File: config.mk
export PLATFORM = sky130hd
export DESIGN_NAME = net_rx
export DESIGN_NICKNAME = d
export VERILOG_FILES = /design/src/rtl/net_rx.sv
export SDC_FILE = /design/constraint.sdc
export NUM_CORES = 1
export LEC_CHECK = 0
export ABC_AREA = 1
export BUFFER_PORTS_ARGS = -buffer_cell sky130_fd_sc_hd__buf_2
export CORE_MARGIN = 2
export CORE_UTILIZATION = 30
export CTS_CLUSTER_SIZE = 28
export DETAILED_ROUTE_END_ITERATION = 8
export HOLD_SLACK_MARGIN = 0.02
export PLACE_DENSITY = 0.49
export SETUP_SLACK_MARGIN = 0.5
export SLEW_MARGIN = 10
export SYNTH_ARGS = -nofsm -noshare
export SYNTH_HDL_FRONTEND = slang
export SYNTH_SLANG_ARGS = --single-unit
File: constraint.sdc
create_clock -name clk -period 4.03 [get_ports clk]
set_input_delay 0.403 -clock clk [delete_from_list [all_inputs] [get_ports clk]]
set_output_delay 0.403 -clock clk [all_outputs]
set_load 0.005 [all_outputs]
File: src/rtl/net_rx.sv
// net_rx: ejection-side packet receiver with framing checks and a commit
// buffer, so the host only ever sees whole, well-formed packets.
// Ports: clk, rst (sync, active-high), in_flit[9:0] (from network),
//   out_flit[9:0]/out_valid/out_ready (host handshake), pkt_cnt[7:0]
//   (committed packets, wraps), err_cnt[7:0] (discards, saturates),
//   ovf (one-cycle pulse on a space-overflow drop).
// Optional: `define NET_RX_DSTCHK_EN to drop heads addressed elsewhere.
module net_rx #(
  parameter int NODE_ID = 0,
  parameter int DEPTH   = 16,
  parameter int MAXLEN  = 8
) (
  input  logic       clk,
  input  logic       rst,
  input  logic [9:0] in_flit,
  output logic [9:0] out_flit,
  output logic       out_valid,
  input  logic       out_ready,
  output logic [7:0] pkt_cnt,
  output logic [7:0] err_cnt,
  output logic       ovf
);

  localparam int AW = $clog2(DEPTH);
  localparam int PW = AW + 1;
  localparam int LW = $clog2(MAXLEN + 1);

  localparam logic [1:0] T_HEAD = 2'b10;
  localparam logic [1:0] T_BODY = 2'b01;
  localparam logic [1:0] T_TAIL = 2'b11;

  typedef enum logic [1:0] {
    IDLE = 2'd0,
    PKT  = 2'd1,
    DROP = 2'd2
  } state_e;

  state_e        state_q, state_d;
  logic [PW-1:0] wr_q, wr_d;
  logic [PW-1:0] cmt_q, cmt_d;
  logic [PW-1:0] rd_q, rd_d;
  logic [LW-1:0] len_q, len_d;
  logic [7:0]    pkt_q, pkt_d;
  logic [7:0]    err_q, err_d;
  logic          ovf_q, ovf_d;

  logic [9:0]    mem [DEPTH];
  logic          we;
  logic [PW-1:0] waddr;
  logic [1:0]    err_inc;
  logic [8:0]    err_sum;
  logic          new_head;
  logic          full_wr;
  logic          full_cmt;
  logic          dst_bad;
  logic          rd_en;
  logic [1:0]    ftype;

  localparam logic [1:0] NID = NODE_ID[1:0];

  assign ftype = in_flit[9:8];

`ifdef NET_RX_DSTCHK_EN
  assign dst_bad = (in_flit[1:0] != NID);
`else
  assign dst_bad = 1'b0 && (in_flit[1:0] != NID);
`endif

  // Fullness uses the pre-edge read pointer: a same-cycle read
  // does not make room for the incoming flit.
  assign full_wr  = ((wr_q - rd_q) == PW'(DEPTH));
  // A head always restarts at the commit pointer.
  assign full_cmt = ((cmt_q - rd_q) == PW'(DEPTH));

  assign out_valid = (rd_q != cmt_q);
  assign out_flit  = mem[rd_q[AW-1:0]];
  assign rd_en     = out_valid && out_ready;
  assign pkt_cnt   = pkt_q;
  assign err_cnt   = err_q;
  assign ovf       = ovf_q;

  always_comb begin
    state_d  = state_q;
    wr_d     = wr_q;
    cmt_d    = cmt_q;
    len_d    = len_q;
    pkt_d    = pkt_q;
    ovf_d    = 1'b0;
    we       = 1'b0;
    waddr    = wr_q;
    err_inc  = 2'd0;
    new_head = 1'b0;
    rd_d     = rd_q + PW'(rd_en);

    unique case (state_q)
      IDLE: begin
        if (ftype == T_HEAD) begin
          new_head = 1'b1;
        end else if (ftype != 2'b00) begin
          err_inc = 2'd1;
        end
      end
      PKT: begin
        unique case (ftype)
          T_HEAD: begin
            // Abort the open packet, then restart on this head.
            err_inc  = 2'd1;
            wr_d     = cmt_q;
            new_head = 1'b1;
          end
          T_BODY: begin
            if (len_q == LW'(MAXLEN - 1)) begin
              err_inc = 2'd1;
              wr_d    = cmt_q;
              len_d   = '0;
              state_d = DROP;
            end else if (full_wr) begin
              err_inc = 2'd1;
              ovf_d   = 1'b1;
              wr_d    = cmt_q;
              len_d   = '0;
              state_d = DROP;
            end else begin
              we    = 1'b1;
              wr_d  = wr_q + PW'(1);
              len_d = len_q + LW'(1);
            end
          end
          T_TAIL: begin
            len_d   = '0;
            state_d = IDLE;
            if (full_wr) begin
              err_inc = 2'd1;
              ovf_d   = 1'b1;
              wr_d    = cmt_q;
            end else begin
              we    = 1'b1;
              wr_d  = wr_q + PW'(1);
              cmt_d = wr_q + PW'(1);
              pkt_d = pkt_q + 8'd1;
            end
          end
          default: ;
        endcase
      end
      DROP: begin
        if (ftype == T_TAIL) state_d = IDLE;
      end
      default: state_d = IDLE;
    endcase

    if (new_head) begin
      if (dst_bad) begin
        err_inc = err_inc + 2'd1;
        wr_d    = cmt_q;
        len_d   = '0;
        state_d = DROP;
      end else if (full_cmt) begin
        err_inc = err_inc + 2'd1;
        ovf_d   = 1'b1;
        wr_d    = cmt_q;
        len_d   = '0;
        state_d = DROP;
      end else begin
        we      = 1'b1;
        waddr   = cmt_q;
        wr_d    = cmt_q + PW'(1);
        len_d   = LW'(1);
        state_d = PKT;
      end
    end

    err_sum = {1'b0, err_q} + {7'd0, err_inc};
    err_d   = err_sum[8] ? 8'hFF : err_sum[7:0];
  end

  always_ff @(posedge clk) begin
    if (rst) begin
      state_q <= IDLE;
      wr_q    <= '0;
      cmt_q   <= '0;
      rd_q    <= '0;
      len_q   <= '0;
      pkt_q   <= '0;
      err_q   <= '0;
      ovf_q   <= 1'b0;
    end else begin
      state_q <= state_d;
      wr_q    <= wr_d;
      cmt_q   <= cmt_d;
      rd_q    <= rd_d;
      len_q   <= len_d;
      pkt_q   <= pkt_d;
      err_q   <= err_d;
      ovf_q   <= ovf_d;
    end
  end

  always_ff @(posedge clk) begin
    if (we) mem[waddr[AW-1:0]] <= in_flit;
  end

endmodule

==> summary.md <==
| Metric | Value |
|---|---|
| Outcome | finished, final reports clean |
| Layout area overhead | 16.4% |
| FF-to-FF End | err_cnt[2] |
| R2R depth | 21 |
| First DRT Iteration DRCs | roughly 440 |
| Worst slew margin | 44.7% |
| Initial antenna violation count | 0 |
| Die area | about 30,000 um^2 |
| Max-slew violations | 0 |
| GRT Total Usage | 15.2% |
| Post-synthesis net count | ~850 |
| WS Path Type | flip-flop to flip-flop |
| Clock skew | between 0.015 and 0.02 ns |
| Critical path peak fanout | 6 |
| Remaining antenna violation count after routing | 0 |
| Worst setup path end | err_cnt[2] |
| Drt first pass iters | 4 |
| Via count | ~6,100 |
| Critical Path Start Type | flip-flop |
| Peak supply drop | between 0.2 and 0.3 mV |
| H-tree levels | 4 |
| Num ports | 41 |
| Core region area | between 20,000 and 30,000 um^2 |
| WL final | 22.2 mm |
| DP Area | about 9500 um^2 |
| Max Cap Viol | 0 |
| IO buf count | 40 |
| Reg2reg start | wr_q[0] |
| Clk Latency, worst-skew pair | 0.45 ns |
| Leak Pwr | roughly 0.0036 uW |
| Die height | 174 um |
| Final Setup Violations | 0 |
| Worst path required time | around 4.4 ns |
| Mapped Area | around 8700 um^2 |
| Syn_area_per_cell | 10.7 um^2 |
| Drt via density | 4.83 |
| R2r setup slk | 0.81 ns |
| CTS tree | built |
| Final Hold Fails | 0 |
| Worst path max stage delay | roughly 0.43 ns |
| Cell count after synthesis | about 810 |
| Post-route setup TNS | 0 ns |
| Final HPWL DP | roughly 14 mm |
| FF+latch count, synth | slightly below 200 |
| Final nets | 900 |
| Placement Rows | 62 |
| WP data arrival | 3.59 ns |
| Post-layout minimum cycle time | 3.22 ns |
| Final period util | 79.8% |
| Initial core utilization | between 30% and 40% |
| HP Class | input port to flip-flop |
| Commonest non-fill, non-tap cells in the layout | edfxtp_1, nor2_1, o21ai_0 |
| Fmax achieved | ~310 MHz |
| Most common cell after layout, fill and taps aside | edfxtp_1 |
| Layout cells sized above 1 | between 15 and 20% |
| CTS Sinks | around 200 |
| Placer Congestion | ~0.78 |
| CTS Buf Count | 17 |
| RSZ-0062 raised after global routing | false |
| Ant. Diodes | 0 |
| DRC | 0 |
| Width of the chip | between 150 and 200 um |
| Synth unique cells | between 40 and 50 |
| Pwr dens | ~460 nW/um^2 |
| Crit-path most repeated cell | inv_1 |
| Final instance area | between 10,000 and 15,000 um^2 |
| Clk slew on worst S/H paths | about 0.09 ns |
| Worst setup EP type | flip-flop |
| CTS Root Cell | clkbuf_16 |
| WL per Instance | about 18 um |
| Largest net degree at the start of global routing | 81 |
| Remaining global-route overflow | 0 |
| Sequential share of the synthesized area | approximately 64% |
| Slowest library cell on the worst path | dfxtp_1 |
| First-pass GRT wire length | between 30 and 40 mm |
| Crit path cell chain | inv_1, ha_1, nand2_1, a21oi_1, nand4_4, nand2_2, inv_1, o32ai_2, ha_1, nand2_1, nand2_1, ha_1, inv_1, fa_2, nor2_2, inv_1, nor2_4, nand2_2, nor2_4, inv_1, a21oi_1 |
| Vias in the first global route | between 5,000 and 6,000 |
| Clock Tree Buf Depth | 2 |
| CP Launch Point | wr_q[0] |
| Setup repair bufs after CTS | 0 |
| YS warnings | 0 |
| Slew at the pin with the worst max-slew slack | approximately 0.83 ns |
==> worst min-delay path by stage <==
stage | start | to | slack [ns] | cells past startpoint
after global routing | in_flit[5] | mem[11][5] | 0.33 | 1
after detailed placement | pkt_cnt[6] | pkt_cnt[6] | 0.47 | 2
after CTS | in_flit[2] | mem[12][2] | 0.33 | 1
final | in_flit[2] | mem[12][2] | 0.34 | 1
after global placement | pkt_cnt[6] | pkt_cnt[6] | 0.46 | 2
after floorplan | len_q[1] | len_q[1] | 0.46 | 2
==> area by class of cell <==
cell class              count  area, um^2
repair buffers             71         433
well taps                 384         480
flip-flops and latches    198        5570
multi-input cells         513        2770
clock inverters            14         175
fillers                  2874       18500
inverters                  68         258
clock buffers              18         429
==> routing by layer <==
metal	share of wire, %	track usage (%)	vias to the layer above	wire, um
li1	-	-	2989	-
met1	45	19.5	2998	10100
met2	50	26.2	105	11100
met3	3.5	2.84	19	774
met4	1.2	3.82	0	267
met5	0	0	-	0
==> registers in the layout, summed over array words and instances, names as in the netlist <==
| register | count |
|---|---|
| pkt_cnt | 8 |
| ovf | 1 |
| state_q | 2 |
| len_q | 4 |
| rd_q | 5 |
| err_cnt | 8 |
| mem | 160 |
| cmt_q | 5 |
| wr_q | 5 |
==> cells by family after synthesis <==
group | count (synthesis) | share of synthesized area [%]
simple gates | 291 | 14.8
flops | 198 | 64.0
compound gates | 195 | 13.0
buf+inv | 103 | 4.63
fa+ha+maj | 18 | 2.68
xor+xnor | 9 | 0.907
==> per-stage QoR <==
stage	power (uW)	utilization, %	setup WS, ns	instances	hold WS, ns
final	4690	35.3	0.815	1266	0.336
after global routing	4910	35.3	0.533	1266	0.331
after CTS	4740	35.2	0.528	1266	0.331
after detailed placement	3000	33.1	0.452	1234	0.474
after global placement	3000	33.1	0.571	1234	0.463
after floorplan	2780	-	0.517	814	0.460
==> worst max-delay path, delay by kind of cell, from the launching register on <==
| family | cells | cell delay, ns |
|---|---|---|
| and+or+nand+nor | 9 | 0.92 |
| adders and majority gates | 4 | 0.96 |
| AOI/OAI and AO/OA | 3 | 0.50 |
| buffers and inverters | 5 | 0.33 |
| DFF | 1 | 0.43 |
==> synth_stat cells, drive strengths merged <==
| master | number | share of area, % |
|---|---|---|
| clkbuf | 31 | 1.3 |
| nor2 | 124 | 5.6 |
| o21ai | 111 | 6.7 |
| o211ai | 4 | 0.35 |
| o22ai | 22 | 1.6 |
| ha | 17 | 2.4 |
| edfxtp | 160 | 55 |
| fa | 1 | 0.23 |
| o32ai | 1 | 0.10 |
| o21a | 1 | 0.086 |
| nand2 | 105 | 5.0 |
| and2 | 1 | 0.072 |
| buf | 4 | 0.33 |
| o21bai | 1 | 0.086 |
| a211oi | 3 | 0.26 |
| or2 | 1 | 0.072 |
| xor2 | 6 | 0.60 |
| nor3 | 3 | 0.30 |
| dfxtp | 38 | 8.8 |
| nand3 | 48 | 3.0 |
| nor3b | 1 | 0.086 |
| a21oi | 33 | 1.9 |
| clkinv | 2 | 0.086 |
| o221ai | 18 | 1.8 |
| nand4 | 7 | 0.58 |
| xnor2 | 3 | 0.30 |
| a31oi | 1 | 0.072 |
| nor4 | 1 | 0.072 |
| inv | 66 | 2.9 |
==> what timing repair did <==
action | CTS | global route
gates cloned | 0 | 0
pin swaps | 0 | 3
hold buffers | 0 | 0
endpoints found under the setup margin | 5 | 8
endpoints found under the hold margin | 0 | 0
gates resized for setup | 1 | 10
==> power breakdown <==
part / total [uW] / internal (uW) / switching, uW
clock network: 1730 / 847 / 885
registers: 2280 / 2250 / 27.6
logic: 670 / 216 / 454
total: 4690 / 3320 / 1370
No activity file was read; power rests on OpenSTA's default activity.
